## src/rtl/memory_arbiter.sv

```systemverilog
// rtl/memory_arbiter.sv - round-robin fetch/data arbiter for a shared block_memory with sub-word read-modify-write
module memory_arbiter #(
  parameter int ADDRESS_SIZE = 12
) (
  input  logic                    clk,
  input  logic                    reset,
  input  logic                    fetch_request,
  input  logic [31:0]             fetch_address,
  output logic                    fetch_ready,
  output logic                    fetch_valid,
  output logic [31:0]             fetch_data,
  input  logic                    data_request,
  input  logic                    data_write,
  input  logic [31:0]             data_address,
  input  logic [3:0]              data_byte_mask,
  input  logic [31:0]             data_write_value,
  output logic                    data_ready,
  output logic                    data_valid,
  output logic [31:0]             data_read_value,
  output logic                    mem_read_enable,
  output logic                    mem_write_enable,
  output logic [ADDRESS_SIZE-1:0] mem_address,
  output logic [31:0]             mem_write_data,
  input  logic [31:0]             mem_read_data
);

  typedef enum logic [1:0] {
    IDLE      = 2'd0,
    READ_WAIT = 2'd1,
    RMW_WRITE = 2'd2,
    RESPOND   = 2'd3
  } state_t;

  localparam logic PORT_FETCH = 1'b0;
  localparam logic PORT_DATA  = 1'b1;

  state_t                  state;
  state_t                  next_state;

  // Transaction captured at acceptance
  logic [ADDRESS_SIZE-1:0] addr_q;
  logic [3:0]              mask_q;
  logic [31:0]             wdata_q;
  logic                    write_q;
  logic                    port_q;
  logic                    last_grant;
  logic [31:0]             merged_q;

  logic [ADDRESS_SIZE-1:0] fetch_word;
  logic [ADDRESS_SIZE-1:0] data_word;
  logic                    accepting;
  logic                    fetch_wins;
  logic                    grant_fetch;
  logic                    grant_data;
  logic                    full_store;
  logic                    empty_store;
  logic [31:0]             merged_word;
  logic                    unused_address_bits;

  // Byte offset and bits above the memory depth are dropped, so addresses wrap
  assign fetch_word = fetch_address[ADDRESS_SIZE+1:2];
  assign data_word  = data_address[ADDRESS_SIZE+1:2];
  assign unused_address_bits = ^{fetch_address[31:ADDRESS_SIZE+2], fetch_address[1:0],
                                 data_address[31:ADDRESS_SIZE+2], data_address[1:0]};

  // RESPOND is the idle state that also presents last transaction's valid,
  // so a new request can be accepted in the same cycle the response goes out.
  assign accepting   = (state == IDLE) || (state == RESPOND);
  assign fetch_wins  = fetch_request && (!data_request || (last_grant == PORT_DATA));
  assign grant_fetch = accepting && !reset && fetch_wins;
  assign grant_data  = accepting && !reset && data_request && !fetch_wins;
  assign full_store  = (data_byte_mask == 4'b1111);
  assign empty_store = (data_byte_mask == 4'b0000);

  assign fetch_ready = grant_fetch;
  assign data_ready  = grant_data;
  assign fetch_valid = !reset && (state == RESPOND) && (port_q == PORT_FETCH);
  assign data_valid  = !reset && (state == RESPOND) && (port_q == PORT_DATA);

  // Byte-lane merge of the old memory word with the captured store data
  always_comb begin
    merged_word = mem_read_data;
    for (int i = 0; i < 4; i++) begin
      if (mask_q[i]) begin
        merged_word[8*i +: 8] = wdata_q[8*i +: 8];
      end
    end
  end

  // Next state and memory strobes; reset forces every strobe and bus to zero
  always_comb begin
    next_state       = state;
    mem_read_enable  = 1'b0;
    mem_write_enable = 1'b0;
    mem_address      = addr_q;
    mem_write_data   = 32'h0;
    case (state)
      IDLE, RESPOND: begin
        next_state = IDLE;
        if (grant_fetch) begin
          mem_read_enable = 1'b1;
          mem_address     = fetch_word;
          next_state      = READ_WAIT;
        end else if (grant_data) begin
          mem_address = data_word;
          if (!data_write) begin
            mem_read_enable = 1'b1;
            next_state      = READ_WAIT;
          end else if (full_store) begin
            mem_write_enable = 1'b1;
            mem_write_data   = data_write_value;
            next_state       = RESPOND;
          end else if (empty_store) begin
            next_state = RESPOND;
          end else begin
            mem_read_enable = 1'b1;
            next_state      = READ_WAIT;
          end
        end
      end
      READ_WAIT: begin
        next_state = ((port_q == PORT_DATA) && write_q) ? RMW_WRITE : RESPOND;
      end
      RMW_WRITE: begin
        mem_write_enable = 1'b1;
        mem_write_data   = merged_q;
        next_state       = RESPOND;
      end
      default: next_state = IDLE;
    endcase
    if (reset) begin
      next_state       = IDLE;
      mem_read_enable  = 1'b0;
      mem_write_enable = 1'b0;
      mem_address      = '0;
      mem_write_data   = 32'h0;
    end
  end

  // State register
  always_ff @(posedge clk) begin
    if (reset) begin
      state <= IDLE;
    end else begin
      state <= next_state;
    end
  end

  // Capture the granted request and advance the round-robin pointer
  always_ff @(posedge clk) begin
    if (reset) begin
      addr_q     <= '0;
      mask_q     <= 4'h0;
      wdata_q    <= 32'h0;
      write_q    <= 1'b0;
      port_q     <= PORT_FETCH;
      last_grant <= PORT_DATA;
    end else if (grant_fetch) begin
      addr_q     <= fetch_word;
      write_q    <= 1'b0;
      port_q     <= PORT_FETCH;
      last_grant <= PORT_FETCH;
    end else if (grant_data) begin
      addr_q     <= data_word;
      mask_q     <= data_byte_mask;
      wdata_q    <= data_write_value;
      write_q    <= data_write;
      port_q     <= PORT_DATA;
      last_grant <= PORT_DATA;
    end
  end

  // Read results and RMW merge are taken from memory one cycle after the read
  always_ff @(posedge clk) begin
    if (reset) begin
      fetch_data      <= 32'h0;
      data_read_value <= 32'h0;
      merged_q        <= 32'h0;
    end else if (state == READ_WAIT) begin
      if (port_q == PORT_FETCH) begin
        fetch_data <= mem_read_data;
      end else if (!write_q) begin
        data_read_value <= mem_read_data;
      end else begin
        merged_q <= merged_word;
      end
    end
  end

endmodule

```

## config.mk

```make
export PLATFORM = sky130hd
export DESIGN_NAME = memory_arbiter
export DESIGN_NICKNAME = d
export VERILOG_FILES = /design/src/rtl/memory_arbiter.sv
export SDC_FILE = /design/constraint.sdc
export NUM_CORES = 1
export LEC_CHECK = 0
export ABC_AREA = 0
export ABC_CLOCK_PERIOD_IN_PS = 2900
export CAP_MARGIN = 20
export CORE_MARGIN = 4
export CORE_UTILIZATION = 44
export CTS_CLUSTER_DIAMETER = 200
export CTS_CLUSTER_SIZE = 20
export DETAILED_ROUTE_END_ITERATION = 12
export PLACE_DENSITY = 0.87
export SKIP_CTS_REPAIR_TIMING = 1
export SKIP_LAST_GASP = 1
export SYNTH_ARGS = -nofsm -noshare
export SYNTH_HDL_FRONTEND = slang
export SYNTH_SLANG_ARGS = --single-unit
```

## constraint.sdc

```tcl
create_clock -name clk -period 2.9 [get_ports clk]
set_input_delay 0.58 -clock clk [delete_from_list [all_inputs] [get_ports clk]]
set_output_delay 0.58 -clock clk [all_outputs]
set_load 0.005 [all_outputs]
```

==> impl_metrics.toml, run 1 <==
[clock_tree]
clock_path_buffers = 2
cts-root-buf = "clkbuf_16"
cts_buffers = 17
clock_latency_ns = 0.42
path_clk_slew_ns = 0.06
cts_tree = "built"
h-tree-depth = 4
cts_sinks = 149

[sta]
slew_violations = 0
fmax_mhz = 327
fin_crit_ns = 3.06
skew_ns = 0.0141
finalSetupViolations = 27
grt_setup_unrepaired = "true"
hold_viol = 0
tightest_slew_ns = 0.845
finalCritPeriodShare = 1.06
fin_hold_ws_ns = 0.453
setup_slack_ns = -0.161
relSlewSlack = 0.436

[critical_path]
reg2reg_from = "state[0]$_SDFF_PP0_"
rr_endpoint = "wdata_q[17]$_SDFFE_PP0P_"
timing.critical_path.fanout_max = 18
cp_slowest_cell = "clkdlybuf4s50_1"
cp_slowest_stage_delay_ns = 0.51
startpoint = "state[0]$_SDFF_PP0_"
r2r_cells = 9
cp-start-kind = "register"
crit_family = "buffers and inverters"
crit_buf_inv = 3
regToRegSetupSlack_ns = 0.81
required_ns = 2.32
end_kind = "output pin"
worstSetupPathType = "register to output pin"
worstPathArrival_ns = 2.48
path_cells = "inv_1 > ha_4 > and4b_1 > and4b_2 > buf_12 > a22o_1 > clkdlybuf4s50_1"

[power]
peakVddDrop_mv = 0.394
seqPwrFrac = 0.369
switching_share = 0.304
p_per_area_nw_per_um2 = 726
finalPower_uw = 6770
p_sw_uw = 2060
p_leak_uw = 0.00353
pwr-share-comb = 0.295
p_clk_frac = 0.335
power.internal_uw = 4710

[synthesis]
avgSynthCellArea_um2 = 8.57
syn_nets = 872
ys_ff_latch = 149
seq_area_frac_synth = 0.476
syn_area_um2 = 6270
synth_cell_types = 37
ys_warn_count = 0
syn_inst = 732

[die]
io_pins = 251
die_w_um = 127
initial_core_util = 0.450
rows = 43
core_area_um2 = 13900
fp.dieH_um = 127
dieArea_um2 = 16200

[run_status]
failed_checks = "negative setup slack"
status = "finished with violations"

[global_routing]
grt.total_usage = 0.234
grt_max_degree = 81
grt_pass1_wl_mm = 30.4
antenna_found_initial = 0
overflow = 0
grt_pass1_vias = 6077

[routing]
num_vias = 6153
wire_per_inst_um = 17.3
drcViolationCount = 0
drt-initial-drc-count = 396
drt_wl_total_mm = 19.4
routed_via_density = 5.49
antenna_left = 0
dr.pass1.iters = 5

[worst_hold_path]
holdPathEnd = "fetch_data[10]$_SDFFE_PP0P_"
hold_class = "register to register"
worstHoldStart = "fetch_data[10]$_SDFFE_PP0P_"
hold_depth = 2

[final_layout]
nFillCells = 1115
layout_common_cells = "clkdlybuf4s50_1 (190), dfxtp_1 (148), nand2_1 (130)"
syn_to_final_growth_pct = 48.6
diodes = 0
final_common_cell = "clkdlybuf4s50_1"
drive_gt1_frac = 0.0915
nets = 1067

[placement]
port_buffers = 210
place_congestion = 0.780
post-dp-hpwl_mm = 12.9

[job]
maxCapViolCount = 0
[flip-flops by register name, indices dropped and copies added, names as in the netlist]
register         cells
mask_q               4
state                2
merged_q            32
data_read_value     32
fetch_data          32
wdata_q             32
last_grant           1
addr_q              12
port_q               1
write_q              1
[power groups by stage]
stage | clock network [uW] | registers (uW) | logic [uW]
after floorplan | 0 | 2490 | 1060
after global placement | 0 | 2520 | 1920
after detailed placement | 0 | 2540 | 1960
after CTS | 2300 | 2490 | 1980
after global routing | 2400 | 2540 | 2190
final | 2270 | 2500 | 2000
[cell type report]
type                            instances  area, um2  area share
Clock inverter                         11        149      0.0160
Sequential cell                       149       2980       0.320
Timing Repair Buffer                  248       2510       0.269
Clock buffer                           21        460      0.0494
Tap cell                              180        225      0.0242
Inverter                                2       7.51    0.000805
Multi-Input combinational cell        509       2980       0.320
[tightest hold or removal path, cell delays in order (launching register included)]
cell	delay, ns
dfxtp_1	0.31
nand2_1	0.05
a21oi_1	0.05
[cells in the mapped netlist (all sizes together)]
master	instances	area share
o21ai	39	0.031
a21oi	102	0.081
a22o	32	0.045
nor3b	2	0.0032
a31oi	2	0.0020
a221o	22	0.035
ha	3	0.0060
and4	1	0.0014
nand3b	2	0.0024
o211ai	1	0.0012
nand2b	3	0.0030
and4b	2	0.0032
mux2i	32	0.051
nand4	1	0.0010
o21a	1	0.0012
a211oi	35	0.042
nor2	36	0.022
and3	13	0.013
and2	1	0.0010
or2	1	0.0010
nand3	37	0.030
nand2	131	0.078
inv	2	0.0012
clkbuf	38	0.023
and3b	3	0.0042
dfxtp	149	0.48
a21o	1	0.0012
nor4	1	0.0010
buf	35	0.036
nor3	2	0.0016
nor2b	2	0.0020
[per-layer routing]
layer  track usage  wire [um]  up-vias
li1              -          -     2998
met1         0.279       8220     2910
met2         0.400       9340      223
met3        0.0753       1640       22
met4        0.0744        207        0
met5             0          0        -
[worst max-delay path by stage]
stage / to / slack (ns) / cells after the start
final: mem_write_data[1] / -0.16 / 7
after CTS: mem_write_data[1] / -0.31 / 7
after global routing: mem_write_data[26] / -0.27 / 7
after global placement: mem_write_data[11] / -0.19 / 6
after detailed placement: mem_write_data[1] / -0.20 / 6
after floorplan: mem_address[10] / 0.62 / 8
[metrics by stage]
stage	setup WS [ns]	instance area (um2)	instances	TNS (ns)	util
floorplan	0.622	6270	732	0	-
global placement	-0.193	8570	1082	-6.50	0.615
detailed placement	-0.201	8570	1082	-6.90	0.615
CTS	-0.306	9180	1114	-12.35	0.659
global route	-0.270	9320	1120	-6.51	0.669
finish	-0.161	9320	1120	-3.50	0.669
[cells by family (layout without fill, tap and decap cells)]
| family | Yosys count | after routing | share of synthesized area |
|---|---|---|---|
| and+or+nand+nor | 238 | 239 | 0.167 |
| AOI/OAI and AO/OA | 235 | 235 | 0.240 |
| adders and majority gates | 3 | 3 | 0.00599 |
| buffers and inverters | 75 | 282 | 0.0602 |
| muxes | 32 | 32 | 0.0511 |
| DFF | 149 | 149 | 0.476 |
Note: power is estimated with default switching activity, not from simulation.
==> run 2: changes to the inputs <==
--- a/config.mk
+++ b/config.mk
@@ -7,14 +7,12 @@
 export LEC_CHECK = 0
 export ABC_AREA = 0
 export ABC_CLOCK_PERIOD_IN_PS = 2900
-export CAP_MARGIN = 20
 export CORE_MARGIN = 4
 export CORE_UTILIZATION = 44
 export CTS_CLUSTER_DIAMETER = 200
 export CTS_CLUSTER_SIZE = 20
 export DETAILED_ROUTE_END_ITERATION = 12
 export PLACE_DENSITY = 0.87
-export SKIP_CTS_REPAIR_TIMING = 1
 export SKIP_LAST_GASP = 1
 export SYNTH_ARGS = -nofsm -noshare
 export SYNTH_HDL_FRONTEND = slang
==> run 2 against run 1 <==
  * The run still ends with negative setup slack left
  * Non-clock buffer count up 5
  * Global-route usage grew 0.43 points
  * Via count increased by 1.3%
  * Setup slack gained 0.13 ns
  * Die area did not move
  * Critical endpoint is now mem_write_data[10]
  * Clock-buffer cell count unchanged
  * Register-to-register slack improved by 0.05 ns
  * Clock skew decreased by 0.0033 ns
  * Flip-flop and latch count did not move
  * Combinational power barely moved
  * Clock power hardly changed
==> impl_metrics.toml, run 2 (same netlist as run 1, synthesis figures left out) <==
[routing]
wire_per_inst_um = 17.5
routed_via_density = 5.54
dr.pass1.iters = 5
drcViolationCount = 0
drt_wl_total_mm = 19.7
antenna_left = 0
drt-initial-drc-count = 501
num_vias = 6236

[die]
initial_core_util = 0.450
dieArea_um2 = 16200
die_w_um = 127
fp.dieH_um = 127
io_pins = 251
rows = 43
core_area_um2 = 13900

[global_routing]
overflow = 0
met3_usage = 0.0765
grtUsageMet1 = 0.285
grt.total_usage = 0.238
grt_pass1_vias = 6137
grt.busiest_layer = "met2"
grt_max_degree = 81
gr-usage-met2 = 0.405
grt_pass1_wl_mm = 30.9
antenna_found_initial = 0

[critical_path]
regToRegSetupSlack_ns = 0.86
worstPathArrival_ns = 2.35
r2r_cells = 6
crit_top_cell = "buf_12"
path_cells = "clkdlybuf4s50_1 > and4b_1 > and4b_2 > buf_12 > buf_4 > buf_12 > a22o_1 > dlygate4sd2_1"
worstSetupEndpoint = "mem_write_data[10]"
cp_slowest_cell = "clkdlybuf4s50_1"
rr_endpoint = "merged_q[10]$_SDFFE_PP0P_"
cp.depth = 8
timing.critical_path.fanout_max = 9
required_ns = 2.32
reg2reg_from = "state[0]$_SDFF_PP0_"
crit_family = "buffers and inverters"
end_kind = "output pin"
cp-start-kind = "input port"
worstSetupPathType = "input port to output pin"
cp_slowest_stage_delay_ns = 0.42
crit_buf_inv = 5
startpoint = "data_write"

[clock_tree]
cts_tree = "built"
cts_sinks = 149
h-tree-depth = 4
cts-root-buf = "clkbuf_16"
hold_buffers = 0
clock_path_buffers = 2
clock_latency_ns = 0.42
path_clk_slew_ns = 0.06
cts_buffers = 17

[power]
p_per_area_nw_per_um2 = 727
finalPower_uw = 6740
p_leak_uw = 0.00343
peakVddDrop_mv = 0.393

[sta]
grt_setup_unrepaired = "true"
finalSetupViolations = 10
fin_hold_ws_ns = 0.452
tightest_slew_ns = 0.831
hold_viol = 0
skew_ns = 0.0108
finalCritPeriodShare = 1.01
fin_crit_ns = 2.93
setup_slack_ns = -0.0303
tns_ns = -0.193
fmax_mhz = 341
relSlewSlack = 0.446
slew_violations = 0

[placement]
post-dp-hpwl_mm = 12.9
dp.cells = 1082
port_buffers = 210
place_congestion = 0.780

[run_status]
failed_checks = "negative setup slack"
status = "finished with violations"

[worst_hold_path]
hold_class = "register to register"

[final_layout]
final_common_cell = "clkdlybuf4s50_1"
layout_common_cells = "clkdlybuf4s50_1 (164), dfxtp_1 (147), nand2_1 (130)"
nFillCells = 1151
nets = 1072
diodes = 0
drive_gt1_frac = 0.117
final_cells = 1125
syn_to_final_growth_pct = 47.8

[job]
maxCapViolCount = 0
==> run 2: cell types whose count changed in the layout (fill, tap and decap cells not counted), moves of 2 or more <==
| cell | before | now |
|---|---|---|
| buf_12 | 6 | 8 |
| and3_1 | 7 | 10 |
| and3_4 | 5 | 2 |
| dlygate4sd2_1 | 0 | 24 |
| clkbuf_2 | 0 | 18 |
| clkdlybuf4s50_1 | 190 | 164 |
| dlymetal6s2s_1 | 19 | 2 |
==> run 2: worst min path at each step <==
stage / startpoint / endpoint / slack [ns] / cells past startpoint
floorplan: data_read_value[0]$_SDFFE_PP0P_ / data_read_value[0]$_SDFFE_PP0P_ / 0.45 / 2
global placement: fetch_data[23]$_SDFFE_PP0P_ / fetch_data[23]$_SDFFE_PP0P_ / 0.44 / 2
detailed placement: fetch_data[5]$_SDFFE_PP0P_ / fetch_data[5]$_SDFFE_PP0P_ / 0.45 / 2
CTS: fetch_data[5]$_SDFFE_PP0P_ / fetch_data[5]$_SDFFE_PP0P_ / 0.45 / 2
global route: fetch_data[31]$_SDFFE_PP0P_ / fetch_data[31]$_SDFFE_PP0P_ / 0.48 / 2
finish: data_read_value[20]$_SDFFE_PP0P_ / data_read_value[20]$_SDFFE_PP0P_ / 0.45 / 2
==> run 2: metal layers <==
metal | share of wire | routed length (um) | vias to the layer above
met5 | 0 | 0 | -
met4 | 0.0090 | 178 | 0
met3 | 0.088 | 1740 | 16
met2 | 0.49 | 9610 | 240
met1 | 0.42 | 8190 | 2970
li1 | - | - | 3010
==> run 2: layout make-up <==
type                            instances  area [um2]  area share
Clock buffer                           21         460      0.0497
Clock inverter                         11         149      0.0161
Inverter                                2        7.51    0.000810
Multi-Input combinational cell        509        2990       0.322
Sequential cell                       149        2990       0.322
Tap cell                              180         225      0.0243
Timing Repair Buffer                  253        2460       0.265
==> run 2: power by group <==
group / internal (uW) / switching (uW) / leakage (uW)
sequential: 2330 / 173 / 0.00121
combinational: 950 / 1020 / 0.00193
clock: 1400 / 864 / 0.000290
total: 4680 / 2060 / 0.00343
==> run 2: per-stage QoR <==
| stage | util | area [um2] | setup slack, ns |
|---|---|---|---|
| 2_1_floorplan | - | 6270 | 0.622 |
| 3_5_place_dp | 0.615 | 8570 | -0.201 |
| 6_report | 0.665 | 9270 | -0.0303 |
| 3_3_place_gp | 0.615 | 8570 | -0.193 |
| 5_1_grt | 0.665 | 9270 | -0.0808 |
| 4_1_cts | 0.665 | 9260 | -0.177 |
==> run 2: timing repair <==
item | 4_1_cts | 5_1_grt
buffers inserted | 6 | 2
gates cloned | 2 | 1
resized for setup | 54 | 47
endpoints found under the setup margin | 46 | 26
pin swaps | 3 | 3
==> run 2: worst reg2reg max path, cell delays in order, from the launching register on <==
cell      delay (ns)
dfxtp_2         0.33
buf_4           0.11
ha_1            0.27
and3_2          0.65
buf_12          0.27
nor2_1          0.07
a211oi_1        0.24
==> run 3: changes to the inputs <==
--- a/config.mk
+++ b/config.mk
@@ -12,6 +12,7 @@
 export CTS_CLUSTER_DIAMETER = 200
 export CTS_CLUSTER_SIZE = 20
 export DETAILED_ROUTE_END_ITERATION = 12
+export GPL_ROUTABILITY_DRIVEN = 0
 export PLACE_DENSITY = 0.87
 export SKIP_LAST_GASP = 1
 export SYNTH_ARGS = -nofsm -noshare
==> results of run 3 <==
No change in the layout: final DEF, timing and power equal those of run 2.
